<file path="src/rtl/demux_reg_bank.sv">
// Demultiplexing register bank: single-word writes are steered into WIDTH lanes
// (addressed by sel or by an auto-incrementing pointer) and released as one frame.
module demux_reg_bank #(
    parameter int WIDTH   = 16,
    parameter int BITSIZE = 16
) (
    input  logic                     clk,
    input  logic                     rst_n,
    input  logic [BITSIZE-1:0]       din,
    input  logic [$clog2(WIDTH)-1:0] sel,
    input  logic                     addr_mode,
    input  logic                     in_valid,
    output logic                     in_ready,
    input  logic                     out_ready,
    output logic [BITSIZE*WIDTH-1:0] y,
    output logic [WIDTH-1:0]         lane_vld,
    output logic                     out_valid,
    output logic [$clog2(WIDTH)-1:0] ptr,
    output logic                     sel_err
);

    localparam int SW = $clog2(WIDTH);

    typedef enum logic {
        FILL = 1'b0,
        HOLD = 1'b1
    } state_t;

    state_t               state_reg;
    logic                 out_valid_reg;
    logic [WIDTH-1:0]     lane_vld_reg;
    logic [SW-1:0]        ptr_reg;
    logic                 sel_err_reg;

    logic                 accept;
    logic [SW-1:0]        target;
    logic                 in_range;
    logic [SW-1:0]        ptr_inc;
    logic [WIDTH-1:0]     lane_we;
    logic [WIDTH-1:0]     lane_vld_set;
    logic [BITSIZE-1:0]   lane_reg [WIDTH];

    // in_ready is gated by rst_n so nothing is offered while reset is held
    assign in_ready = rst_n && (state_reg == FILL);
    assign accept   = in_valid && in_ready;
    assign target   = addr_mode ? ptr_reg : sel;
    assign in_range = (int'(target) < WIDTH);
    assign ptr_inc  = (ptr_reg == SW'(WIDTH - 1)) ? '0 : ptr_reg + 1'b1;

    assign lane_vld_set = lane_vld_reg | lane_we;

    generate
        for (genvar gi = 0; gi < WIDTH; gi++) begin : g_lane
            assign lane_we[gi] = accept && in_range && (target == SW'(gi));

            // Lane data survives frame release; only reset clears it
            always_ff @(posedge clk) begin
                if (!rst_n) begin
                    lane_reg[gi] <= '0;
                end else if (lane_we[gi]) begin
                    lane_reg[gi] <= din;
                end
            end

            assign y[gi*BITSIZE +: BITSIZE] = lane_reg[gi];
        end
    endgenerate

    always_ff @(posedge clk) begin
        if (!rst_n) begin
            state_reg     <= FILL;
            out_valid_reg <= 1'b0;
            lane_vld_reg  <= '0;
            ptr_reg       <= '0;
            sel_err_reg   <= 1'b0;
        end else begin
            case (state_reg)
                FILL: begin
                    if (accept) begin
                        if (in_range) begin
                            lane_vld_reg <= lane_vld_set;
                            if (addr_mode) begin
                                ptr_reg <= ptr_inc;
                            end
                            if (&lane_vld_set) begin
                                state_reg     <= HOLD;
                                out_valid_reg <= 1'b1;
                            end
                        end else begin
                            sel_err_reg <= 1'b1;
                        end
                    end
                end
                HOLD: begin
                    if (out_ready) begin
                        state_reg     <= FILL;
                        out_valid_reg <= 1'b0;
                        lane_vld_reg  <= '0;
                        ptr_reg       <= '0;
                    end
                end
                default: begin
                    state_reg     <= FILL;
                    out_valid_reg <= 1'b0;
                end
            endcase
        end
    end

    assign out_valid = out_valid_reg;
    assign lane_vld  = lane_vld_reg;
    assign ptr       = ptr_reg;
    assign sel_err   = sel_err_reg;

endmodule

</file>
<file path="config.mk">
export PLATFORM = sky130hd
export DESIGN_NAME = demux_reg_bank
export DESIGN_NICKNAME = d
export VERILOG_FILES = /design/src/rtl/demux_reg_bank.sv
export SDC_FILE = /design/constraint.sdc
export NUM_CORES = 1
export LEC_CHECK = 0
export CORE_MARGIN = 2
export CORE_UTILIZATION = 52
export CTS_CLUSTER_SIZE = 8
export DETAILED_ROUTE_END_ITERATION = 8
export GPL_TIMING_DRIVEN = 1
export HOLD_SLACK_MARGIN = 0.02
export PLACE_DENSITY = 0.84
export RECOVER_POWER = 25
export SLEW_MARGIN = 10
export SYNTH_ARGS = -nofsm -noshare
export SYNTH_HDL_FRONTEND = slang
export SYNTH_SLANG_ARGS = --single-unit
</file>
<file path="constraint.sdc">
create_clock -name clk -period 4.95 [get_ports clk]
set_input_delay 0.495 -clock clk [delete_from_list [all_inputs] [get_ports clk]]
set_output_delay 0.495 -clock clk [all_outputs]
set_load 0.1 [all_outputs]
</file>
==> results of run 1 <==
==> layer usage <==
metal	vias to the layer above	share of wire (%)
met3	96	8.5
met1	3474	37
met5	-	0
met2	462	49
li1	3138	-
met4	0	5.6
==> stage by stage <==
stage               setup slack (ns)  instances
floorplan                       1.94        712
global placement                1.18       1257
detailed placement              1.02       1257
CTS                             1.49       1313
global route                   0.964       1313
finish                          1.13       1313
==> synthesized netlist by cell type (all sizes together), types with 2 or more instances <==
master	number	share of area [%]
buf	4	0.29
inv	6	0.21
a21oi	9	0.41
clkbuf	39	1.3
or3	2	0.11
nand3	4	0.18
nand2	12	0.41
and3	17	0.97
and3b	3	0.24
nand3b	6	0.56
a2111oi	7	1.5
and2	243	14
o41ai	2	0.23
or3b	4	0.41
dfxtp	22	4.0
mux2	2	0.21
nand2b	13	0.74
nor2	27	0.93
o21ai	4	0.18
a221oi	5	0.94
edfxtp	256	70
a31oi	4	0.23
nor3	4	0.23
==> critical path: stages <==
cell and delay [ns]:
sky130_fd_sc_hd__dlygate4sd3_1 1.11, sky130_fd_sc_hd__mux2_1 0.55, sky130_fd_sc_hd__a2111oi_4 0.35, sky130_fd_sc_hd__clkbuf_1 0.68, sky130_fd_sc_hd__nand2b_1 0.73
==> logic make-up (layout without fill, tap and decap cells) <==
group                      Yosys count  count (layout)
and+or+nand+nor                    338             338
DFF                                278             278
buffers and inverters               49             375
AOI/OAI and AO/OA                   42              42
muxes                                3               3
adders and majority gates            1               1
other                                1               1
==> layout make-up <==
cell class	instances	area [µm²]
sequential	278	8130
fill	1288	5540
inverter	6	22.5
timing repair buffer	313	3090
tap	275	344
multi-input combinational	385	2610
clock buffer	56	1090
==> cell usage in the layout (no fill, tap or decap), types with 2 or more instances in the layout <==
| cell | instances |
|---|---|
| sky130_fd_sc_hd__edfxtp_1 | 256 |
| sky130_fd_sc_hd__and2_1 | 231 |
| sky130_fd_sc_hd__dlygate4sd3_1 | 176 |
| sky130_fd_sc_hd__clkdlybuf4s50_1 | 125 |
| sky130_fd_sc_hd__clkbuf_16 | 41 |
| sky130_fd_sc_hd__nor2_1 | 27 |
| sky130_fd_sc_hd__dfxtp_1 | 22 |
| sky130_fd_sc_hd__clkbuf_1 | 18 |
| sky130_fd_sc_hd__and3_1 | 17 |
| sky130_fd_sc_hd__nand2b_1 | 13 |
| sky130_fd_sc_hd__nand2_1 | 12 |
| sky130_fd_sc_hd__and2_0 | 12 |
| sky130_fd_sc_hd__a21oi_1 | 9 |
| sky130_fd_sc_hd__buf_4 | 8 |
| sky130_fd_sc_hd__a2111oi_4 | 6 |
| sky130_fd_sc_hd__inv_1 | 6 |
| sky130_fd_sc_hd__or3b_4 | 4 |
| sky130_fd_sc_hd__nand3b_1 | 4 |
| sky130_fd_sc_hd__nand3_1 | 4 |
| sky130_fd_sc_hd__o21ai_0 | 4 |
| sky130_fd_sc_hd__a31oi_1 | 4 |
| sky130_fd_sc_hd__a221oi_4 | 3 |
| sky130_fd_sc_hd__and3b_1 | 3 |
| sky130_fd_sc_hd__nor3_1 | 3 |
| sky130_fd_sc_hd__or3_1 | 2 |
==> worst paths after layout <==
| path | endpoint | startpoint | cells after the start | slack, ns |
|---|---|---|---|---|
| setup / recovery | lane_reg[0][56] | addr_mode | 5 | 1.13 |
| hold / removal | out_valid | out_valid | 2 | 0.48 |
| setup reg to reg | lane_reg[0][40] | state_reg | 4 | 1.69 |
| hold reg to reg | out_valid | out_valid | 2 | 0.48 |
==> power groups by stage <==
stage / registers (µW) / clock network (µW) / logic (µW)
floorplan: 3380 / 0 / 104
global placement: 2730 / 0 / 1010
detailed placement: 2740 / 0 / 1020
CTS: 2690 / 2410 / 1030
global route: 2700 / 2490 / 1020
finish: 2690 / 2390 / 1000
==> out/qor.csv, run 1 <==
metric,value,unit
result_of_the_run,"finished, final reports clean",
cts.repair_timing.setup_buffer_count,0,
power.clock.fraction,39.3,%
holdWs,0.479,ns
grt_first_pass_wirelength,44000,µm
synth_fp_nets,738,
clk_pin_slew_worst_paths,0.05,ns
place.detailed.hpwl,20100,µm
power.switching_fraction,29.1,%
cts-root-to-sink-buffers,3,
route.vias.total,7170,
cellPowerDensity,398,nW/µm²
final_period_minus_worst_setup_slack,3.82,ns
post_synth_fa_ha_maj_area_fraction,0.114,%
grt_most_used_layer,met2,
tritoncts.num_buffers,40,
cts_num_sinks,278,
std_cell_rows,53,
final-setup-viol-count,0,
die_area,22200,µm²
postSynth.asyncResetShare,0,%
syn2layout_area_growth,39.9,%
detailed_routing_iteration_count_for_the_pre_antenna_repair_pass,5,
drive_above_1_share,6.94,%
power_report.internal_total,4320,µW
combinational_family_with_the_most_area_after_synthesis,simple AND/OR/NAND/NOR gates,
share_seq_of_total_power,44.2,%
yosys.area_share.xor_xnor,0,%
arrival,3.94,ns
cts_tree,yes,
max_clock_freq,262,MHz
power.net_switching,1770,µW
power.total,6090,µW
n_diodes,0,
timing.hold.worst.class,reg -> reg,
grtUsageMet2,44.5,%
synthesized_area_fraction_occupied_by_ao_oa_aoi_and_oai_cells,4.41,%
max_cap_violations,0,
detail_routed_net_length_per_standard_cell,23.3,µm
drcViolationCount,0,
placed_area,14200,µm²
htreeDepth,2,
nNetsFinal,1050,
post-route-util,73.4,%
io_buffers,302,
yosys_most_used_dff,sky130_fd_sc_hd__edfxtp_1,
dieHeight,149,µm
drt-vias-per-instance,5.46,
syn_area,10900,µm²
report.final.hold_viol_count,0,
setup.worst_path.start_class,input port,
first_global_vias,7176,
synth-seq-area-share,74.4,%
initial_utilization,52.5,%
pin_count_of_the_biggest_net_entering_global_routing,27,
ys_types,49,
initialDrtViolationCount,570,
globalRouteTotalUtil,27.3,%
syn-instance-count,712,
tns,0,ns
max_ffs_per_register,256,
antenna_violating_nets_post_route,0,
synthSimpleGateAreaFrac,18.9,%
number_of_antenna_violations_at_the_first_check_in_global_routing,2,
post_synth_mux_area_share,0.298,%
use_met1,34.8,%
timing_worst_setup_path_type,in -> reg,
gp_congestion,0.887,
ys_ff_latch,278,
ctsHoldBuffers,0,
leakage,0.00591,µW
worst_slew_pin_slew,1.18,ns
required,5.07,ns
wl,30500,µm
grt_residual_overflow,0,
syn_avg_cell_area,15.3,µm²
grt_use_met3,4.95,%
vdd_ir_drop_max,0.000226,V
design_area,15300,µm²
share_of_the_clock_period_used_by_the_worst_path,77.2,%
rsz_0062_raised_after_global_routing,no,
die_width,149,µm
worst_setup_path_end_kind,flop,
synth_edf_count,256,
slew-limit-headroom,22.0,%
yosys_warnings,0,
cts-root-buf,sky130_fd_sc_hd__clkbuf_16,
ios,304,
clock_latency,0.49,ns
postCtsResizedCells,0,
critPathMaxFanout,26,
share_comb_of_total_power,16.5,%
skew,0.0118,ns
core_region_area,20800,µm²
slew_violations,0,
(Power assumes the default switching activity.)
==> run 2, diff against run 1 <==
--- a/config.mk
+++ b/config.mk
@@ -6,12 +6,12 @@
 export NUM_CORES = 1
 export LEC_CHECK = 0
 export CORE_MARGIN = 2
-export CORE_UTILIZATION = 52
+export CORE_UTILIZATION = 43
 export CTS_CLUSTER_SIZE = 8
 export DETAILED_ROUTE_END_ITERATION = 8
 export GPL_TIMING_DRIVEN = 1
 export HOLD_SLACK_MARGIN = 0.02
-export PLACE_DENSITY = 0.84
+export PLACE_DENSITY = 0.74
 export RECOVER_POWER = 25
 export SLEW_MARGIN = 10
 export SYNTH_ARGS = -nofsm -noshare
==> constraint.sdc (replaced) <==
create_clock -name clk -period 3.15 [get_ports clk]
set_input_delay 0.315 -clock clk [delete_from_list [all_inputs] [get_ports clk]]
set_output_delay 0.315 -clock clk [all_outputs]
set_load 0.1 [all_outputs]
==> run 2 against run 1 <==
Net effect: sequential cell count unchanged; non-clock buffer count is 30 higher; sequential share of layout area shrank 0.38 points.
==> out/qor.csv, run 2 (synthesis gave the netlist of run 1 again) <==
metric,value,unit
clock_latency,0.51,ns
placed_area,14500,µm²
drive_above_1_share,8.63,%
vdd_ir_drop_max,0.000360,V
cts-root-buf,sky130_fd_sc_hd__clkbuf_16,
hp-start,lane_vld[14],
total_of_fill_cells_in_the_finished_design,1912,
report.final.hold_viol_count,0,
cts.repair_timing.setup_buffer_count,0,
ios,304,
tritoncts.num_buffers,40,
required,3.56,ns
timing.hold.worst.class,reg -> reg,
worst-r2r-setup-slack,0.67,ns
reg2reg_to,state_reg,
die_area,26700,µm²
htreeDepth,2,
grt_first_pass_wirelength,44900,µm
dieHeight,163,µm
commonest_non_fill_non_tap_cells_in_the_layout,"272 x sky130_fd_sc_hd__clkdlybuf4s50_1, 256 x sky130_fd_sc_hd__edfxtp_1, 184 x sky130_fd_sc_hd__and2_1",
result_of_the_run,"finished, final reports clean",
clk_pin_slew_worst_paths,0.05,ns
place.detailed.hpwl,21100,µm
leakage,0.00567,µW
cts_tree,yes,
final-setup-viol-count,0,
drcViolationCount,0,
pin_count_of_the_biggest_net_entering_global_routing,19,
core_region_area,25000,µm²
hold_path_depth,2,
worst_slew_pin_slew,1.35,ns
timing.reg2reg.worst_path_depth,5,
ctsHoldBuffers,0,
max_cap_violations,0,
die_width,163,µm
gp_congestion,0.817,
cts_num_sinks,278,
setup.worst_path.start_class,input port,
slew_violations,0,
worst_r2r_startpoint,ptr[0],
cellPowerDensity,635,nW/µm²
antenna_violating_nets_post_route,0,
worst_setup_path_startpoint,addr_mode,
postCtsResizedCells,0,
number_of_antenna_violations_at_the_first_check_in_global_routing,2,
holdPathEnd,lane_vld[14],
detailed_routing_iteration_count_for_the_pre_antenna_repair_pass,5,
sequential_cell_area,8130,µm²
detail_routed_net_length_per_standard_cell,22.3,µm
max_clock_freq,363,MHz
globalRouteTotalUtil,23.3,%
initialDrtViolationCount,528,
design_area,15400,µm²
worst_setup_path_end_kind,flop,
initial_utilization,43.6,%
multiInputGateArea,2550,µm²
syn2layout_area_growth,40.9,%
cts-root-to-sink-buffers,3,
rsz_0062_raised_after_global_routing,no,
timing_worst_setup_path_type,in -> reg,
wl,31500,µm
first_global_vias,7012,
final_period_minus_worst_setup_slack,2.76,ns
grt_residual_overflow,0,
route.vias.total,7186,
skew,0.0128,ns
layout.cells.most_common,sky130_fd_sc_hd__clkdlybuf4s50_1,
tns,0,ns
critPathMaxFanout,17,
std_cell_rows,58,
io_buffers,302,
drt-vias-per-instance,5.10,
arrival,3.17,ns
max_ffs_per_register,256,
slew-limit-headroom,10.7,%
share_of_the_clock_period_used_by_the_worst_path,87.5,%
nNetsFinal,1080,
[run 2: cell count changes in the layout (fill, tap and decap cells not counted), moves of 3 or more]
cell / previous run / this run
sky130_fd_sc_hd__clkbuf_1: 18 / 58
sky130_fd_sc_hd__a221oi_1: 1 / 5
sky130_fd_sc_hd__and2_1: 231 / 184
sky130_fd_sc_hd__buf_4: 8 / 34
sky130_fd_sc_hd__and2_0: 12 / 59
sky130_fd_sc_hd__dlygate4sd3_1: 176 / 1
sky130_fd_sc_hd__a221oi_4: 3 / 0
sky130_fd_sc_hd__clkdlybuf4s50_1: 125 / 272
[run 2: layer usage]
layer	routed length, µm	share of wire [%]	up-vias	GRT usage, %
met5	0	0	-	0
met4	718	2.3	0	6.84
met3	2960	9.4	59	5.89
met2	15100	48	395	38.2
met1	12700	40	3522	30.8
li1	-	-	3210	-
[run 2: power breakdown]
part,total [µW],internal (µW),switching [µW]
clock,3930,2460,1470
sequential,4230,4170,56.6
combinational,1620,293,1330
total,9770,6920,2850
[run 2: how the worst max path moves through the flow]
stage / end / slack, ns / cells past startpoint
final: state_reg / 0.39 / 6
after global routing: state_reg / 0.29 / 6
after CTS: out_valid / 0.63 / 6
after detailed placement: state_reg / 0.15 / 6
after global placement: out_valid / 0.23 / 6
after floorplan: lane_reg[0][16] / 0.14 / 4
[run 2: worst max-delay path, cell delays in order]
cell and delay [ns]:
sky130_fd_sc_hd__dlygate4sd3_1 0.91, sky130_fd_sc_hd__or3b_1 0.54, sky130_fd_sc_hd__a221oi_1 0.51, sky130_fd_sc_hd__o22ai_1 0.17
sky130_fd_sc_hd__or4_4 0.45, sky130_fd_sc_hd__o41ai_2 0.26
[run 2: layout make-up]
cell class	count	area share, %
Antenna cell	1	0.0163
Clock buffer	65	7.45
Clock inverter	1	0.106
Inverter	6	0.146
Multi-Input combinational cell	385	16.5
Sequential cell	278	52.8
Tap cell	330	2.68
Timing Repair Buffer	343	20.3
[run 2: metrics by stage]
stage               hold slack (ns)  setup WS, ns  power (µW)  instances  utilization (%)
floorplan                     0.506         0.142        5480        712                -
global placement              0.477         0.231        5930       1342             57.7
detailed placement            0.456         0.153        5940       1342             57.7
CTS                           0.476         0.633        9860       1408             62.4
global route                  0.490         0.288       10000       1408             61.5
finish                        0.479         0.393        9770       1409             61.5
